File: src/rtl/uart_pkg.sv
// Shared types and helpers for the UART receive path: FSM state encoding,
// the clocks-per-bit calculation and the frame data width.
package uart_pkg;

  localparam int DATA_BITS = 8;

  typedef enum logic [2:0] {
    IDLE,
    START,
    DATA,
    PARITY,
    STOP
  } rx_state_t;

  function automatic int calc_cpb(input int clock_freq, input int bit_rate);
    return clock_freq / bit_rate;
  endfunction

endpackage

File: src/rtl/sync_fifo.sv
// Single-clock FIFO with show-ahead read port and explicit occupancy count.
// DEPTH must be a power of 2 so the pointers wrap for free.
module sync_fifo #(
  parameter int DATA_W = 8,
  parameter int DEPTH  = 16,
  localparam int CNT_W = $clog2(DEPTH + 1),
  localparam int PTR_W = $clog2(DEPTH)
) (
  input  logic              clk,
  input  logic              reset,
  input  logic              wr_en,
  input  logic [DATA_W-1:0] wr_data,
  input  logic              rd_en,
  output logic [DATA_W-1:0] rd_data,
  output logic              empty,
  output logic              full,
  output logic [CNT_W-1:0]  count
);

  logic [DATA_W-1:0] mem [DEPTH];
  logic [PTR_W-1:0]  wr_ptr;
  logic [PTR_W-1:0]  rd_ptr;
  logic              push;
  logic              pop;

  assign empty = (count == '0);
  assign full  = (count == CNT_W'(DEPTH));
  assign pop   = rd_en & ~empty;
  // A write into a full FIFO only lands if a pop frees the head slot this edge.
  assign push  = wr_en & (~full | pop);

  always_ff @(posedge clk or posedge reset) begin
    if (reset) begin
      wr_ptr <= '0;
      rd_ptr <= '0;
      count  <= '0;
    end else begin
      if (push) wr_ptr <= wr_ptr + 1'b1;
      if (pop)  rd_ptr <= rd_ptr + 1'b1;
      case ({push, pop})
        2'b10:   count <= count + 1'b1;
        2'b01:   count <= count - 1'b1;
        default: count <= count;
      endcase
    end
  end

  always_ff @(posedge clk) begin
    if (push) mem[wr_ptr] <= wr_data;
  end

  // Storage is not reset, so the port reads zero while nothing is queued.
  assign rd_data = empty ? '0 : mem[rd_ptr];

endmodule

File: src/rtl/uart_rx_fifo.sv
// UART receiver (8N1, or 8E1 with UART_RX_PARITY_EN defined) feeding a
// show-ahead receive FIFO, with sticky framing/overrun (and parity) flags.
module uart_rx_fifo
  import uart_pkg::*;
#(
  parameter int CLOCK_FREQ = 25000000,
  parameter int BIT_RATE   = 9600,
  parameter int FIFO_DEPTH = 16,
  localparam int CNT_W     = $clog2(FIFO_DEPTH + 1)
) (
  input  logic                 clk,
  input  logic                 reset,
  input  logic                 rx,
  input  logic                 rd_en,
  output logic [DATA_BITS-1:0] rd_data,
  output logic                 empty,
  output logic                 full,
  output logic [CNT_W-1:0]     count,
  output logic                 frame_err,
  output logic                 overrun,
`ifdef UART_RX_PARITY_EN
  output logic                 parity_err,
`endif
  input  logic                 clr_err
);

  localparam int CPB   = calc_cpb(CLOCK_FREQ, BIT_RATE);
  localparam int CYC_W = $clog2(CPB);
  localparam int BIT_W = $clog2(DATA_BITS);

  logic                 rx_meta;
  logic                 rx_s;
  logic                 rx_d;
  logic [1:0]           warm;
  logic                 start_edge;

  rx_state_t            state;
  rx_state_t            state_nxt;
  logic [CYC_W-1:0]     cyc_cnt;
  logic [CYC_W-1:0]     cyc_nxt;
  logic [BIT_W-1:0]     bit_cnt;
  logic [BIT_W-1:0]     bit_nxt;
  logic [DATA_BITS-1:0] shift_reg;
  logic [DATA_BITS-1:0] shift_nxt;
  logic                 cyc_half;
  logic                 cyc_last;

  logic                 push_req;
  logic                 frame_set;
  logic                 overrun_set;

`ifdef UART_RX_PARITY_EN
  logic                 par_bad;
  logic                 par_bad_nxt;
  logic                 parity_set;
`endif

  // Input synchroniser and edge-detect flop; all idle high out of reset.
  always_ff @(posedge clk or posedge reset) begin
    if (reset) begin
      rx_meta <= 1'b1;
      rx_s    <= 1'b1;
      rx_d    <= 1'b1;
      warm    <= '0;
    end else begin
      rx_meta <= rx;
      rx_s    <= rx_meta;
      rx_d    <= rx_s;
      if (warm != 2'd3) warm <= warm + 2'd1;
    end
  end

  // Edges are only trusted once rx_d holds a real pin sample, so a line that
  // is still low when reset releases does not look like a start bit.
  assign start_edge = (warm == 2'd3) & rx_d & ~rx_s;

  assign cyc_half = (cyc_cnt == CYC_W'(CPB / 2 - 1));
  assign cyc_last = (cyc_cnt == CYC_W'(CPB - 1));

  always_comb begin
    state_nxt = state;
    cyc_nxt   = cyc_cnt + 1'b1;
    bit_nxt   = bit_cnt;
    shift_nxt = shift_reg;
    push_req  = 1'b0;
    frame_set = 1'b0;
`ifdef UART_RX_PARITY_EN
    par_bad_nxt = par_bad;
    parity_set  = 1'b0;
`endif
    case (state)
      IDLE: begin
        cyc_nxt = '0;
        if (start_edge) state_nxt = START;
      end
      START: begin
        if (cyc_half) begin
          cyc_nxt   = '0;
          bit_nxt   = '0;
          state_nxt = rx_s ? IDLE : DATA;
`ifdef UART_RX_PARITY_EN
          par_bad_nxt = 1'b0;
`endif
        end
      end
      DATA: begin
        if (cyc_last) begin
          cyc_nxt   = '0;
          shift_nxt = {rx_s, shift_reg[DATA_BITS-1:1]};
          bit_nxt   = bit_cnt + 1'b1;
          if (bit_cnt == BIT_W'(DATA_BITS - 1)) begin
`ifdef UART_RX_PARITY_EN
            state_nxt = PARITY;
`else
            state_nxt = STOP;
`endif
          end
        end
      end
`ifdef UART_RX_PARITY_EN
      PARITY: begin
        if (cyc_last) begin
          cyc_nxt     = '0;
          par_bad_nxt = ^{shift_reg, rx_s};
          parity_set  = ^{shift_reg, rx_s};
          state_nxt   = STOP;
        end
      end
`endif
      STOP: begin
        if (cyc_last) begin
          cyc_nxt   = '0;
          state_nxt = IDLE;
          if (rx_s) begin
`ifdef UART_RX_PARITY_EN
            push_req = ~par_bad;
`else
            push_req = 1'b1;
`endif
          end else begin
            frame_set = 1'b1;
          end
        end
      end
      default: begin
        cyc_nxt   = '0;
        state_nxt = IDLE;
      end
    endcase
  end

  always_ff @(posedge clk or posedge reset) begin
    if (reset) begin
      state   <= IDLE;
      cyc_cnt <= '0;
      bit_cnt <= '0;
    end else begin
      state   <= state_nxt;
      cyc_cnt <= cyc_nxt;
      bit_cnt <= bit_nxt;
    end
  end

  always_ff @(posedge clk) begin
    shift_reg <= shift_nxt;
  end

  // Sticky flags: a new error in the same cycle as clr_err takes priority.
  assign overrun_set = push_req & full & ~rd_en;

  always_ff @(posedge clk or posedge reset) begin
    if (reset) begin
      frame_err <= 1'b0;
      overrun   <= 1'b0;
    end else begin
      frame_err <= (frame_err & ~clr_err) | frame_set;
      overrun   <= (overrun & ~clr_err) | overrun_set;
    end
  end

`ifdef UART_RX_PARITY_EN
  always_ff @(posedge clk or posedge reset) begin
    if (reset) begin
      par_bad    <= 1'b0;
      parity_err <= 1'b0;
    end else begin
      par_bad    <= par_bad_nxt;
      parity_err <= (parity_err & ~clr_err) | parity_set;
    end
  end
`endif

  sync_fifo #(
    .DATA_W (DATA_BITS),
    .DEPTH  (FIFO_DEPTH)
  ) u_fifo (
    .clk     (clk),
    .reset   (reset),
    .wr_en   (push_req),
    .wr_data (shift_reg),
    .rd_en   (rd_en),
    .rd_data (rd_data),
    .empty   (empty),
    .full    (full),
    .count   (count)
  );

endmodule

File: config.mk
export PLATFORM = sky130hd
export DESIGN_NAME = uart_rx_fifo
export DESIGN_NICKNAME = d
export VERILOG_FILES = /design/src/rtl/uart_pkg.sv /design/src/rtl/sync_fifo.sv /design/src/rtl/uart_rx_fifo.sv
export SDC_FILE = /design/constraint.sdc
export NUM_CORES = 1
export LEC_CHECK = 0
export CAP_MARGIN = 0
export CORE_MARGIN = 2
export CORE_UTILIZATION = 65
export CTS_CLUSTER_SIZE = 25
export DETAILED_ROUTE_END_ITERATION = 8
export DONT_BUFFER_PORTS = 1
export PLACE_DENSITY = 0.81
export SYNTH_ARGS = -nofsm -noshare
export SYNTH_HDL_FRONTEND = slang
export SYNTH_SLANG_ARGS = --single-unit
File: constraint.sdc
create_clock -name clk -period 4.64 [get_ports clk]
set_clock_uncertainty 0.1 [all_clocks]
set_input_delay 0.928 -clock clk [delete_from_list [all_inputs] [get_ports clk]]
set_output_delay 0.928 -clock clk [all_outputs]
set_load 0.02 [all_outputs]
# Yosys cells after proc, flatten, opt, wreduce, memory -nomap -nowiden
# Memory sizes are Yosys's and may differ from the RTL's.
# Index checks and enable logic that the tools add are counted.
op_classes:
  n_addsub: 7
  n_eq_ne: 16
  mux: 23
  bitwise: 16
  n_reduce_logical: 8
op_table:
  columns: ["cell", "n"]
  rows:
  - ["two-way mux 12 bit", 2]
  - ["case mux 12 bit (2 select lines)", 1]
  - ["two-way mux 3 bit", 7]
  - ["adder 12 x 1 -> 12 bit (second input constant)", 1]
  - ["equality test 12 x 11 -> 1 bit (second input constant)", 1]
  - ["equality test 12 bit (second input constant)", 1]
  - ["inequality test 2 bit (second input constant)", 6]
  - ["case mux 3 bit (4 select lines)", 1]
  - ["case mux 5 bit (2 select lines)", 1]
  - ["adder 4 x 1 -> 4 bit (second input constant)", 2]
  - ["AND 1 bit", 8]
  - ["two-way mux 1 bit", 8]
  - ["two-way mux 8 bit", 1]
  - ["equality test 3 bit (second input constant)", 2]
  - ["case mux 3 bit (2 select lines)", 1]
  - ["adder 5 x 1 -> 5 bit (second input constant)", 1]
  - ["equality test 5 bit (second input constant)", 1]
  - ["logical NOT 5 bit", 1]
  - ["inverter 1 bit", 5]
  - ["AND reduction 5 bit", 1]
  - ["subtractor 5 x 1 -> 5 bit (second input constant)", 1]
  - ["equality test 2 bit (second input constant)", 2]
  - ["nonzero test 2 bit", 2]
  - ["adder 3 x 1 -> 3 bit (second input constant)", 1]
  - ["other kinds (10)", 12]
totals:
  reg_bits: 46
  mem_bits_rw: 128
  output_inout_bits: 17
  word_cells: 84
  memories: 1
mem_list:
  columns: ["memory", "words", "word_bits", "rd", "rd_ports_with_merged_regs", "write_ports", "line", "text"]
  rows:
  - ["u_fifo.mem", 16, 8, 1, 0, 1, "sync_fifo.sv:20", "logic [DATA_W-1:0] mem [DEPTH];"]

# Longest topological paths before layout
depth:
  depth_word: 7
  depth_mapped: 12

# Modules after synthesis
# Synthesis repeated with hierarchy kept, for this count alone.
unflattened:
  cells_unflattened: 430
  area_unflattened_um2: 7315.8
modules_own_cells:
  columns: ["mod", "n_inst", "cells_per_inst", "area_per_inst_um2", "seq_area_each_um2"]
  rows:
  - ["sync_fifo", 1, 307, 5825.6, 4169.0]
  - ["uart_rx_fifo", 1, 123, 1490.2, 869.6]

# Worst setup path before layout
# Ideal clock, no wire load.
synth_path:
  kind: "register to output"
  start: "register u_fifo.count[1]"
  end: "output port rd_data[0]"
  t_arrival_ns: 1.933
  required_ns: 3.612
  path_slack_ns: 1.679
  path_stages_with_launch: 5
  cell_sequence: "dfrtp_1 > buf_6 > or4_4 > nor2_1 > nor2b_1"
synth_via:
  elab_chain_len: 2
synth_rtl:
  columns: ["item", "line", "text"]
  rows:
  - ["start: declaration", "sync_fifo.sv:17", "output logic [CNT_W-1:0] count"]
  - ["start signal: assignment", "sync_fifo.sv:41", "2'b10: count <= count + 1'b1;"]
  - ["start signal: assignment", "sync_fifo.sv:42", "2'b01: count <= count - 1'b1;"]
  - ["start signal: assignment", "sync_fifo.sv:43", "default: count <= count;"]
  - ["logical NOT 5 bit", "sync_fifo.sv:26", "assign empty = (count == '0);"]
  - ["named net empty", "uart_rx_fifo.sv:16", "output logic empty,"]
  - ["two-way mux 8 bit", "sync_fifo.sv:53", "assign rd_data = empty ? '0 : mem[rd_ptr];"]
  - ["end: declaration", "uart_rx_fifo.sv:15", "output logic [DATA_BITS-1:0] rd_data,"]
# The timed path passes the listed nets, and every way through them passes these cells.

# Worst setup path in the final report
layout_path:
  start: "register u_fifo.rd_ptr[0]"
  end: "output port rd_data[2]"
layout_via:
  elab_chain_len: 2
layout_rtl:
  columns: ["item", "line", "text"]
  rows:
  - ["start: declaration", "sync_fifo.sv:22", "logic [PTR_W-1:0] rd_ptr;"]
  - ["start signal: assignment", "sync_fifo.sv:39", "if (pop) rd_ptr <= rd_ptr + 1'b1;"]
  - ["memory (16 x 8 bit)", null, null]
  - ["two-way mux 8 bit", "sync_fifo.sv:53", null]
# Every way passes these cells.

==> flow_results.org <==
** Placed design
- The number of placed instances, taps included, is 537.
- Prior to clock tree synthesis, the placed netlist has a worst setup slack of 1.26 ns.
- Buffers placed on the I/O ports in this run total 0.
- Once placement finished, the instance area stood at 7390 um^2.
- Detailed placement finished with a half-perimeter wire length of 8.85 mm.
- At the end of routability-driven placement, the weighted congestion stood at 0.807.

** Job
- Reported max-cap violation count :: 0

** Routing
- In the detailed route, the total length drawn on met2 is 6.84 mm.
- Total via count in the routed design :: 3631
- Using the TritonRoute via totals, the vias-per-cell ratio works out to 6.38.
- The detail route stage leaves a number of antenna-violating nets equal to 0.
- After detailed routing, the met3 layer carries 952 um of wire.
- The first detailed-routing pass ran for 4 iterations.
- Routed length on met1 :: 5.36 mm
- Routed WL per cell :: 23.5 um
- After detailed routing, the number of remaining DRC violations is 0.
- Violation count after the first detailed-routing iteration :: 371
- Top Layer Used :: met4
- Detailed-route wire length :: 13.4 mm

** Finish
- Most frequent standard cell in the layout excluding fill and tap cells :: sky130_fd_sc_hd__edfxtp_1
- Commonest cells after routing, fill and taps aside :: sky130_fd_sc_hd__edfxtp_1, sky130_fd_sc_hd__mux4_2, sky130_fd_sc_hd__dfrtp_1, sky130_fd_sc_hd__nor2_1, sky130_fd_sc_hd__and2_1
- Diodes inserted :: 0
- Flip-flop count of the largest register after layout :: 128
- Proportion of layout cells with a drive suffix above 1 :: 20.7%
- At the end of the flow, the number of nets in the layout was 433.
- P&R area growth vs syn :: 10.0%
- With fillers left out, the area of the finished cells amounts to 8000 um^2.
- Once layout is complete, the cells apart from fillers number 569.

** Clock tree
- The number of hold buffers added after CTS was 0.
- Buffers inserted during clock tree synthesis total 17.
- The cell sitting at the root of the clock tree is a sky130_fd_sc_hd__clkbuf_8.
- TritonCTS built the clock tree.
- Clock latency reported for the late side of the worst-skew pair :: 0.54 ns
- # Post-CTS Setup Buffers :: 0
- Level count of the clock H-tree :: 4
- Post-CTS resize count :: 0
- # clock sinks :: 174
- CTS max path bufs :: 2
- Clock-pin slew was measured on the worst setup and hold paths at 0.07 ns.

** Worst setup path
- For the worst setup path, the data required time is 3.61 ns.
- STA classifies the critical path startpoint as a flop.
- The slowest stage of the critical path belongs to the cell sky130_fd_sc_hd__dfrtp_2.
- STA classifies the critical path endpoint as an output port.
- Cell breakdown of the critical path :: buf_4 -> mux4_2 -> mux4_2 -> nor2b_1
- Kind of critical path :: flop to output port
- STA puts the critical path data arrival time at 2.89 ns.
- CP dominant cell by count :: sky130_fd_sc_hd__mux4_2
- The worst register-to-register path has a depth of 10.
- In this run the register-to-register setup slack is 1.55 ns.
- In this design, the stage delay of the slowest critical-path cell is 0.72 ns.
- Largest fanout of any net on the critical path :: 16

** Timing
- Setup violations remaining at the end of the flow were counted as 0.
- RSZ-0062 raised after global routing :: no
- The number of pins exceeding their max-slew limit in the final report came to 0.
- Final Worst Setup Slack :: 0.725 ns
- Based on the critical path, the design can be clocked at up to 255 MHz.
- For the finished layout, the period the worst path requires is 3.92 ns.
- Fin. Hold Viols :: 0
- The worst pin sits at a relative slew slack of 40.2%.
- Actual slew at the worst max-slew pin :: 0.897 ns
- Final setup TNS :: 0 ns
- After layout, the worst path uses 84.4% of the clock period.

** Global route
- The via count of the first global-routing pass was 3758.
- Total overflow reported by the global router :: 0
- Entering global routing, the biggest net connects 39 pins.
- Global-route wire length before repair :: 21.3 mm
- The number of antenna violations at the first check in global routing came to 0.
- Global routing consumed, over all layers together, 25.7% of the routing resources.

** Synth
- During synthesis, Yosys emitted a total of 0 warnings.
- Share of the synthesized area in the top cell type :: 56.2%
- In this run, distinct cell masters in the synthesized netlist total 50.
- Ranking of synthesized cells by area :: sky130_fd_sc_hd__edfxtp_1, sky130_fd_sc_hd__mux4_2, sky130_fd_sc_hd__dfrtp_1, sky130_fd_sc_hd__ha_1, sky130_fd_sc_hd__xnor2_1
- Counting every instance in the synthesized netlist gives 410.
- For this run, asynchronously set or reset flops after synthesis account for 21.8%.
- Syn Area/Cell :: 17.7 um^2
- Main synth FF type :: sky130_fd_sc_hd__edfxtp_1
- Counting every net in the synthesized netlist gives 427.
- Sequential area share after synthesis :: 69.3%
- Number of register bits inferred by synthesis :: 174
- Count of flip-flops with a built-in enable after synthesis :: 136
- Total standard cell area after synthesis :: 7270 um^2
- Dominant cell type by area after synthesis :: sky130_fd_sc_hd__edfxtp_1

** Floorplan
- The die is 110 um wide.
- Initial core utilization :: 66.8%
- The floorplan step defined a core boundary enclosing 10900 um^2.
- The die is 110 um tall.
- Row generation in the floorplan step produced 38 rows.
- The die covers 12000 um^2.
- During I/O placement, the number of pins put on the boundary was 22.

** Run status
- Run status :: finished clean

** Power and ir drop
- For this design the ratio of total power to cell area is 539 nW/um^2.
- The analysis attributes to cell leakage a power of 2.74 nW.
- VDD sags by at most 0.000462 V.

** Min path
- Number of cells on the worst hold path :: 0
- Path type of the worst min-delay path :: flop to flop
-- synthesized netlist by cell type, types with 2 or more instances --
cell type,number
sky130_fd_sc_hd__a21oi_1,6
sky130_fd_sc_hd__a22o_1,2
sky130_fd_sc_hd__a31oi_1,3
sky130_fd_sc_hd__and2_1,17
sky130_fd_sc_hd__and3_1,7
sky130_fd_sc_hd__and4_1,2
sky130_fd_sc_hd__buf_1,3
sky130_fd_sc_hd__buf_2,3
sky130_fd_sc_hd__buf_4,4
sky130_fd_sc_hd__clkbuf_1,7
sky130_fd_sc_hd__dfrtp_1,35
sky130_fd_sc_hd__dfstp_2,3
sky130_fd_sc_hd__edfxtp_1,136
sky130_fd_sc_hd__ha_1,12
sky130_fd_sc_hd__inv_1,10
sky130_fd_sc_hd__mux4_2,40
sky130_fd_sc_hd__nand2_1,10
sky130_fd_sc_hd__nand3_1,8
sky130_fd_sc_hd__nand3b_1,2
sky130_fd_sc_hd__nand4_1,6
sky130_fd_sc_hd__nor2_1,22
sky130_fd_sc_hd__nor2b_1,8
sky130_fd_sc_hd__nor3_1,5
sky130_fd_sc_hd__nor3b_1,6
sky130_fd_sc_hd__nor4_1,2
sky130_fd_sc_hd__nor4b_2,2
sky130_fd_sc_hd__nor4bb_1,3
sky130_fd_sc_hd__o21ai_0,2
sky130_fd_sc_hd__o31ai_1,2
sky130_fd_sc_hd__o32ai_1,2
sky130_fd_sc_hd__xnor2_1,15
sky130_fd_sc_hd__xor2_1,7
-- critical path: cells and delay by family, from the launching register on --
family                 cells  cell delay, ns
flip-flops                 1            0.72
buffers and inverters      1            0.35
multiplexers               2            1.06
AND/OR/NAND/NOR            1            0.22
-- cells by family after synthesis --
group | synth area share (%)
AOI/OAI and AO/OA | 2.50
xor gates and xnor gates | 2.65
adders and majority gates | 2.07
buffers and inverters | 1.81
DFF | 69.3
muxes | 12.8
and+or+nand+nor | 8.90
-- worst paths after layout --
path | start | to
max | u_fifo.rd_ptr[0] | rd_data[2]
min | rx_meta | rx_s
max reg2reg | u_fifo.count[1] | u_fifo.count[4]
min reg2reg | rx_meta | rx_s
max in group asynchronous | reset | u_fifo.rd_ptr[0]
min in group asynchronous | reset | frame_err
-- stage by stage --
stage / hold slack, ns / util, % / power, mW
after floorplan: 0.245 / - / 2.73
after global placement: 0.246 / 67.9 / 2.85
after detailed placement: 0.247 / 67.9 / 2.89
after CTS: 0.250 / 73.5 / 4.35
after global routing: 0.242 / 73.5 / 4.49
final: 0.257 / 73.5 / 4.31
-- power breakdown --
part	leakage, nW	internal (mW)	switching [mW]
combinational	0.762	0.498	0.436
clock	0.289	0.872	0.584
sequential	1.69	1.72	0.195
total	2.74	3.09	1.21
-- layer usage --
metal	track usage (%)	vias up
li1	-	1621
met1	33.3	1841
met2	40.3	151
met3	9.43	18
met4	9.49	0
met5	0	-
-- cell type report --
cell class,count,area [um^2]
tap,140,175
fill,604,2890
sequential,174,5040
clock inverter,15,195
clock buffer,17,414
multi-input combinational,208,2100
inverter,10,37.5
timing repair buffer,5,37.5
Power figures use the tool's default switching activity.
